### src/rtl/mem_arbiter.sv
// ---------------------------------------------------------------------------
// mem_arbiter
//   Round-robin arbiter for NCH requesters in front of the 8-bit external
//   memory / UART bus. Each byte, half or word request becomes a run of
//   single-byte bus cycles. Read bytes are assembled little-endian, with
//   optional sign extension. I/O writes wait while the UART TX buffer is
//   full. Speculative reads on flushable channels are abandoned on clear.
//
// Ports
//   clk_in, rst_in      clock (rising edge), asynchronous active-low reset
//   rdy_in              0 = freeze every register, mem_wr forced low
//   clear               misprediction flush
//   req_valid/addr/wr/size/sext/wdata
//                       per-channel request fields, channel k in slice k
//   done                one-cycle completion pulse, one bit per channel
//   rdata               read result, valid while done is high
//   mem_din             bus read data, one cycle after its address
//   mem_dout, mem_a, mem_wr
//                       bus write data, address and write strobe
//   io_buffer_full      UART TX buffer full
// ---------------------------------------------------------------------------
//   state | meaning
//   IDLE  | no transfer; arbitrate among valid channels
//   RD    | drive read addresses and capture the returning bytes
//   WR    | drive write bytes, holding on a full I/O buffer
//   FIN   | done pulse; arbitrates like IDLE, finishing channel excluded
// ---------------------------------------------------------------------------
module mem_arbiter #(
    parameter int             NCH        = 2,
    parameter logic [NCH-1:0] FLUSH_MASK = {NCH{1'b1}}
) (
    input  logic                clk_in,
    input  logic                rst_in,
    input  logic                rdy_in,
    input  logic                clear,
    input  logic [NCH-1:0]      req_valid,
    input  logic [NCH*32-1:0]   req_addr,
    input  logic [NCH-1:0]      req_wr,
    input  logic [NCH*2-1:0]    req_size,
    input  logic [NCH-1:0]      req_sext,
    input  logic [NCH*32-1:0]   req_wdata,
    output logic [NCH-1:0]      done,
    output logic [31:0]         rdata,
    input  logic [7:0]          mem_din,
    output logic [7:0]          mem_dout,
    output logic [31:0]         mem_a,
    output logic                mem_wr,
    input  logic                io_buffer_full
);

    localparam int PW = (NCH > 1) ? $clog2(NCH) : 1;

    typedef enum logic [1:0] {IDLE, RD, WR, FIN} state_t;

    state_t          state;
    logic [PW-1:0]   ptr;
    logic [PW-1:0]   gnt_q;
    logic [31:0]     addr_q;
    logic [31:0]     wdata_q;
    logic [2:0]      n_q;
    logic            sext_q;
    logic [2:0]      idx;
    logic [31:0]     buf_q;
    logic            rd_restart;    // a freeze hit this read; start over
    logic            wr_pend;       // byte at idx reached the bus before a freeze

    logic [NCH-1:0]  cand;
    logic            any_req;
    logic [PW-1:0]   win;
    logic [PW-1:0]   ptr_nxt;
    logic [31:0]     sel_addr;
    logic [31:0]     sel_wdata;
    logic [1:0]      sel_size;
    logic [2:0]      sel_n;
    logic            sel_wr;
    logic            sel_sext;
    logic [2:0]      nxt_idx;
    logic [31:0]     nxt_addr;
    logic [31:0]     rd_full;
    logic [31:0]     rd_ext;

    function automatic logic [7:0] lane(input logic [31:0] d, input logic [2:0] i);
        case (i)
            3'd0:    lane = d[7:0];
            3'd1:    lane = d[15:8];
            3'd2:    lane = d[23:16];
            default: lane = d[31:24];
        endcase
    endfunction

    function automatic logic [31:0] put_lane(input logic [31:0] d, input logic [2:0] i,
                                             input logic [7:0] b);
        logic [31:0] r;
        r = d;
        case (i)
            3'd0:    r[7:0]   = b;
            3'd1:    r[15:8]  = b;
            3'd2:    r[23:16] = b;
            default: r[31:24] = b;
        endcase
        return r;
    endfunction

    function automatic logic is_io(input logic [31:0] a);
        return a[17:16] == 2'b11;
    endfunction

    // First eligible channel at or after the pointer, wrapping. A channel
    // in its own done cycle is still asserting valid and must not re-win.
    always_comb begin
        int j;
        j       = 0;
        any_req = 1'b0;
        win     = '0;
        cand    = req_valid & ~done;
        for (int i = 0; i < NCH; i++) begin
            j = int'(ptr) + i;
            if (j >= NCH) j = j - NCH;
            if (!any_req && cand[j]) begin
                any_req = 1'b1;
                win     = PW'(j);
            end
        end
        ptr_nxt = (int'(win) == NCH - 1) ? '0 : win + PW'(1);
    end

    always_comb begin
        sel_addr  = req_addr[32*win +: 32];
        sel_wdata = req_wdata[32*win +: 32];
        sel_size  = req_size[2*win +: 2];
        sel_wr    = req_wr[win];
        sel_sext  = req_sext[win];
        case (sel_size)
            2'd0:    sel_n = 3'd1;
            2'd1:    sel_n = 3'd2;
            default: sel_n = 3'd4;
        endcase
    end

    always_comb begin
        nxt_idx  = idx + 3'd1;
        nxt_addr = addr_q + {29'd0, nxt_idx};
        // Last byte is taken straight from the bus into the result.
        rd_full  = put_lane(buf_q, n_q - 3'd1, mem_din);
        case (n_q)
            3'd1:    rd_ext = sext_q ? {{24{rd_full[7]}}, rd_full[7:0]}
                                     : {24'd0, rd_full[7:0]};
            3'd2:    rd_ext = sext_q ? {{16{rd_full[15]}}, rd_full[15:0]}
                                     : {16'd0, rd_full[15:0]};
            default: rd_ext = rd_full;
        endcase
    end

    always_ff @(posedge clk_in or negedge rst_in) begin
        if (!rst_in) begin
            state      <= IDLE;
            ptr        <= '0;
            gnt_q      <= '0;
            addr_q     <= '0;
            wdata_q    <= '0;
            n_q        <= 3'd1;
            sext_q     <= 1'b0;
            idx        <= 3'd0;
            buf_q      <= '0;
            rd_restart <= 1'b0;
            wr_pend    <= 1'b0;
            done       <= '0;
            rdata      <= '0;
            mem_a      <= '0;
            mem_dout   <= '0;
            mem_wr     <= 1'b0;
        end else if (!rdy_in) begin
            mem_wr <= 1'b0;
            if (state == RD) rd_restart <= 1'b1;
            if (state == WR && mem_wr) wr_pend <= 1'b1;
        end else begin
            case (state)
                IDLE, FIN: begin
                    done   <= '0;
                    mem_wr <= 1'b0;
                    if (any_req) begin
                        gnt_q      <= win;
                        ptr        <= ptr_nxt;
                        addr_q     <= sel_addr;
                        wdata_q    <= sel_wdata;
                        n_q        <= sel_n;
                        sext_q     <= sel_sext;
                        idx        <= 3'd0;
                        buf_q      <= '0;
                        rd_restart <= 1'b0;
                        wr_pend    <= 1'b0;
                        mem_a      <= sel_addr;
                        if (sel_wr) begin
                            state    <= WR;
                            mem_dout <= sel_wdata[7:0];
                            mem_wr   <= !(is_io(sel_addr) && io_buffer_full);
                        end else begin
                            state <= RD;
                        end
                    end else begin
                        state <= IDLE;
                    end
                end

                // idx counts RD cycles: address idx is on the bus while
                // byte idx-1 is on mem_din.
                RD: begin
                    if (clear && FLUSH_MASK[gnt_q]) begin
                        state      <= IDLE;
                        rd_restart <= 1'b0;
                    end else if (rd_restart) begin
                        rd_restart <= 1'b0;
                        idx        <= 3'd0;
                        buf_q      <= '0;
                        mem_a      <= addr_q;
                    end else if (idx == n_q) begin
                        state       <= FIN;
                        done[gnt_q] <= 1'b1;
                        rdata       <= rd_ext;
                    end else begin
                        if (idx != 3'd0) buf_q <= put_lane(buf_q, idx - 3'd1, mem_din);
                        if (nxt_idx < n_q) mem_a <= nxt_addr;
                        idx <= nxt_idx;
                    end
                end

                // mem_wr high (or wr_pend) means byte idx has been written.
                WR: begin
                    if (mem_wr || wr_pend) begin
                        wr_pend <= 1'b0;
                        if (nxt_idx == n_q) begin
                            state       <= FIN;
                            done[gnt_q] <= 1'b1;
                            mem_wr      <= 1'b0;
                        end else begin
                            idx      <= nxt_idx;
                            mem_a    <= nxt_addr;
                            mem_dout <= lane(wdata_q, nxt_idx);
                            mem_wr   <= !(is_io(nxt_addr) && io_buffer_full);
                        end
                    end else begin
                        mem_wr <= !(is_io(mem_a) && io_buffer_full);
                    end
                end

                default: state <= IDLE;
            endcase
        end
    end

endmodule
### config.mk
export PLATFORM = sky130hd
export DESIGN_NAME = mem_arbiter
export DESIGN_NICKNAME = d
export VERILOG_FILES = /design/src/rtl/mem_arbiter.sv
export SDC_FILE = /design/constraint.sdc
export NUM_CORES = 1
export LEC_CHECK = 0
export CORE_ASPECT_RATIO = 0.6
export CORE_UTILIZATION = 42
export DETAILED_ROUTE_END_ITERATION = 10
export PLACE_DENSITY = 0.69
export SYNTH_ARGS = -nofsm -noshare
export SYNTH_HDL_FRONTEND = slang
export SYNTH_SLANG_ARGS = --single-unit
### constraint.sdc
create_clock -name clk_in -period 4.55 [get_ports clk_in]
set_input_delay 0.91 -clock clk_in [delete_from_list [all_inputs] [get_ports clk_in]]
set_output_delay 0.91 -clock clk_in [all_outputs]
set_load 0.01 [all_outputs]
==> summary.md <==
| Metric | Value |
|---|---|
| Post-CTS Setup Repair Bufs | 0 |
| Ys flop type | dfrtp_1 |
| Cell Rows | 43 |
| VDD IR max | 0.000309 V |
| Seq pwr share | 33.5% |
| Internal power | 4.96 mW |
| Die area | 24600 µm² |
| Maximum buffer depth of the clock tree | 2 |
| Worst-case clock skew | 10.9 ps |
| Fmax achieved | 0.305 GHz |
| Detailed Route WL | 29700 µm |
| Critical-path maximum fanout | 64 |
| Largest net degree at the start of global routing | 109 |
| Register area share after synthesis | 45.8% |
| Number of remaining DRC errors | 0 |
| Clock network power share | 19.0% |
| Share of layout cells above drive strength 1 | 8.59% |
| Mux share of post-synthesis cell area | 12.3% |
| Max Transition Viols Final | 0 |
| Post-Synth Simple-Gate Area | 13.5% |
| I/O pins | 226 |
| Compound-Gate Fraction of Synth Area | 21.2% |
| Comb pwr share | 47.5% |
| Hold_ws | 479 ps |
| Flops & latches, synth | 184 |
| CP max stage delay | 910 ps |
| GR Overflow Total | 0 |
| Switching Fraction | 41.4% |
| Worst EP required | 4870 ps |
| Status | completed |
| Layout Nets | 1388 |
| FILL cells | 2047 |
| Core area | 23300 µm² |
| Vias per cell | 5.75 |
| Minimum clock period | 3270 ps |
| Fin. Hold Viols | 0 |
| PortBufs | 225 |
| Adder-cell share of the synthesized area | 1.94% |
| Chip Height | 122 µm |
| Worst-Skew Late Latency | 440 ps |
| Num CTS Buffers | 17 |
| Synthesized cell area | 10100 µm² |
| Top cell by count, worst path | ha_1 |
| H-tree Lvls | 4 |
| GRT Util Overall | 24.4% |
| Worst path slowest cell | a21o_2 |
| CTS root buf | clkbuf_16 |
| XOR/XNOR share of the synthesized area | 1.05% |
| # resized after CTS | 0 |
| TritonCTS clock tree | yes |
| NetSw | 3.50 mW |
| GP Congestion | 0.898 |
| Synth cell types | 68 |
| DRT iter0 DRCs | 868 |
| Fin Setup TNS | 0 ps |
| Clk sinks | 184 |
| First-pass DRT Iterations | 5 |
| Hold Path Class | reg -> reg |
| Clk slew on worst S/H paths | 70 ps |
| Critical path buffers and inverters | 0 |
| Slew @ Worst Pin | 1230 ps |
| Fin area | 13100 µm² |
| Final ANT Viol Nets | 0 |
| Global-route wire length before repair | 46100 µm |
| Cts hold-fix bufs | 0 |
| Combinational family with the most area after synthesis | compound AO/OA/AOI/OAI gates |
| Fin crit share | 72.0% |
| Post-synth EDFFs | 0 |
| Unrepaired setup endpoints after global routing | no |
| Kind of start point of the critical path | flip-flop |
| Slew HR | 18.0% |
| Pwr/cell area | 645 nW/µm² |
| Mapped Nets | 1208 |
| Antenna diodes | 0 |
| Post-DP Area | 12500 µm² |
| Yosys warns | 0 |
| Lkg Pwr | 5.58 nW |
| Cell family with most CP delay | compound AO/OA/AOI/OAI gates |
| Number of setup violations in the final report | 0 |
| Critical path type | reg -> reg |
| Cells after synthesis | 1042 |
| Avg WL per Cell | 19.2 µm |
| Crit-path cells | ha_1 -> ha_1 -> ha_1 -> and3_1 -> o21ai_0 -> nand3_1 -> a21o_2 -> a21oi_1 -> a22o_1 |
| Syn Area/Cell | 9.65 µm² |
| Max-Cap Viols | 0 |
| Arrival @ worst endpoint | 3600 ps |
| Effective utilization at floorplan | 43.1% |
| Vias post-DR | 8900 |
| Post-synthesis async set-or-reset flop share | 100% |
| Vias in the first global route | 8105 |
| Die span in x | 202 µm |
| Antenna violations before repair | 0 |
| Post-DP HPWL | 21400 µm |
| Worst setup EP type | flip-flop |
| Layout area overhead | 30.6% |
## path summary, 6_finish.rpt
| kind | start | end | slack, ps | cells past startpoint |
|---|---|---|---|---|
| setup / recovery | idx[0] | mem_a[31] | 1280 | 9 |
| hold / removal | rdata[2] | rdata[2] | 480 | 2 |
| setup reg to reg | idx[0] | mem_a[31] | 1280 | 9 |
| hold reg to reg | rdata[2] | rdata[2] | 480 | 2 |
| max in group asynchronous | rst_in | wdata_q[0] | 2920 | 2 |
| min in group asynchronous | rst_in | mem_a[9] | 620 | 1 |
## cells in the final DEF, fill, tap and decap left out, types with 4 or more instances in the layout
master,synthesis,layout
a211oi_1,5,5
a21o_1,15,14
a21oi_1,47,47
a221o_1,4,4
a221oi_1,27,27
a222oi_1,6,6
a22o_1,16,16
a31oi_1,7,7
and2_1,12,12
and3_1,16,16
and4_1,4,4
buf_4,4,11
clkbuf_16,0,17
clkbuf_8,0,5
clkdlybuf4s50_1,0,224
dfrtp_1,183,183
ha_1,14,13
inv_1,18,18
mux2_2,41,41
mux2i_1,77,77
nand2_1,158,158
nand2b_1,4,4
nand3_1,20,19
nand4_1,7,7
nor2_1,21,21
nor2b_1,6,6
nor3_1,9,7
nor4_1,10,10
o211ai_1,8,8
o21ai_0,156,155
o311ai_0,8,8
xnor2_1,7,7
xor2_1,5,5
## layer usage
| layer | vias to the layer above | global-route usage, % | part of all wire, % |
|---|---|---|---|
| met3 | 24 | 6.82 | 8.7 |
| met4 | 0 | 6.11 | 1.1 |
| li1 | 4190 | - | - |
| met2 | 374 | 33.1 | 41 |
| met5 | - | 0 | 0 |
| met1 | 4312 | 37.4 | 49 |
## cells by family (layout without fill, tap and decap cells)
family | count (synthesis) | in the layout
xor gates and xnor gates | 12 | 12
adders and majority gates | 15 | 15
muxes | 118 | 118
DFF | 184 | 184
and+or+nand+nor | 286 | 286
AOI/OAI and AO/OA | 331 | 331
buffers and inverters | 96 | 288
## per-stage QoR
step | instances | power [mW] | worst slack [ps] | utilization (%)
2_1_floorplan | 1042 | 5.37 | 1870 | -
3_3_place_gp | 1518 | 6.76 | 1210 | 53.7
3_5_place_dp | 1518 | 6.85 | 1170 | 53.7
4_1_cts | 1549 | 8.47 | 1270 | 56.4
5_1_grt | 1549 | 9.04 | 1030 | 56.4
6_report | 1549 | 8.47 | 1280 | 56.4
## cells in the mapped netlist (8+ instances only)
cell type / n / area share (%)
dfrtp_1: 183 / 46
nand2_1: 158 / 5.9
o21ai_0: 156 / 7.8
mux2i_1: 77 / 7.7
clkbuf_1: 49 / 1.8
a21oi_1: 47 / 2.3
mux2_2: 41 / 4.6
a221oi_1: 27 / 2.4
nor2_1: 21 / 0.78
nand3_1: 20 / 1.0
buf_2: 19 / 0.95
inv_1: 18 / 0.67
a22o_1: 16 / 1.4
and3_1: 16 / 1.0
a21o_1: 15 / 1.1
ha_1: 14 / 1.7
and2_1: 12 / 0.75
nor4_1: 10 / 0.62
nor3_1: 9 / 0.45
o211ai_1: 8 / 0.60
o311ai_0: 8 / 0.70
## layout make-up
cell class	instances	area [µm²]	area share, %
Clock inverter	9	138	1.05
Clock buffer	22	494	3.76
Tap cell	315	394	3.00
Multi-Input combinational cell	762	5050	38.5
Inverter	19	71.3	0.543
Sequential cell	184	4610	35.1
Timing Repair Buffer	238	2380	18.1
## state kept, by name, indices dropped and copies added, names as in the netlist, 2 cells and up
name	flops
done	2
wdata_q	32
n_q	3
buf_q	32
rdata	32
addr_q	32
idx	3
state	2
mem_dout	8
mem_a	32
## power by group through the flow
stage	registers [mW]	logic, mW	clock network, mW
4_1_cts	2.83	4.01	1.63
2_1_floorplan	2.75	2.62	0
3_3_place_gp	2.83	3.92	0
6_report	2.84	4.02	1.61
5_1_grt	2.92	4.42	1.70
3_5_place_dp	2.85	4.00	0
## worst register-to-register path, cell delays in order (launching register included)
cell and delay (ps):
dfrtp_1 460, ha_1 260, ha_1 370, ha_1 320
and3_1 190, o21ai_0 110, nand3_1 140, a21o_2 910
a21oi_1 150, a22o_1 240
(Power assumes the default switching activity.)
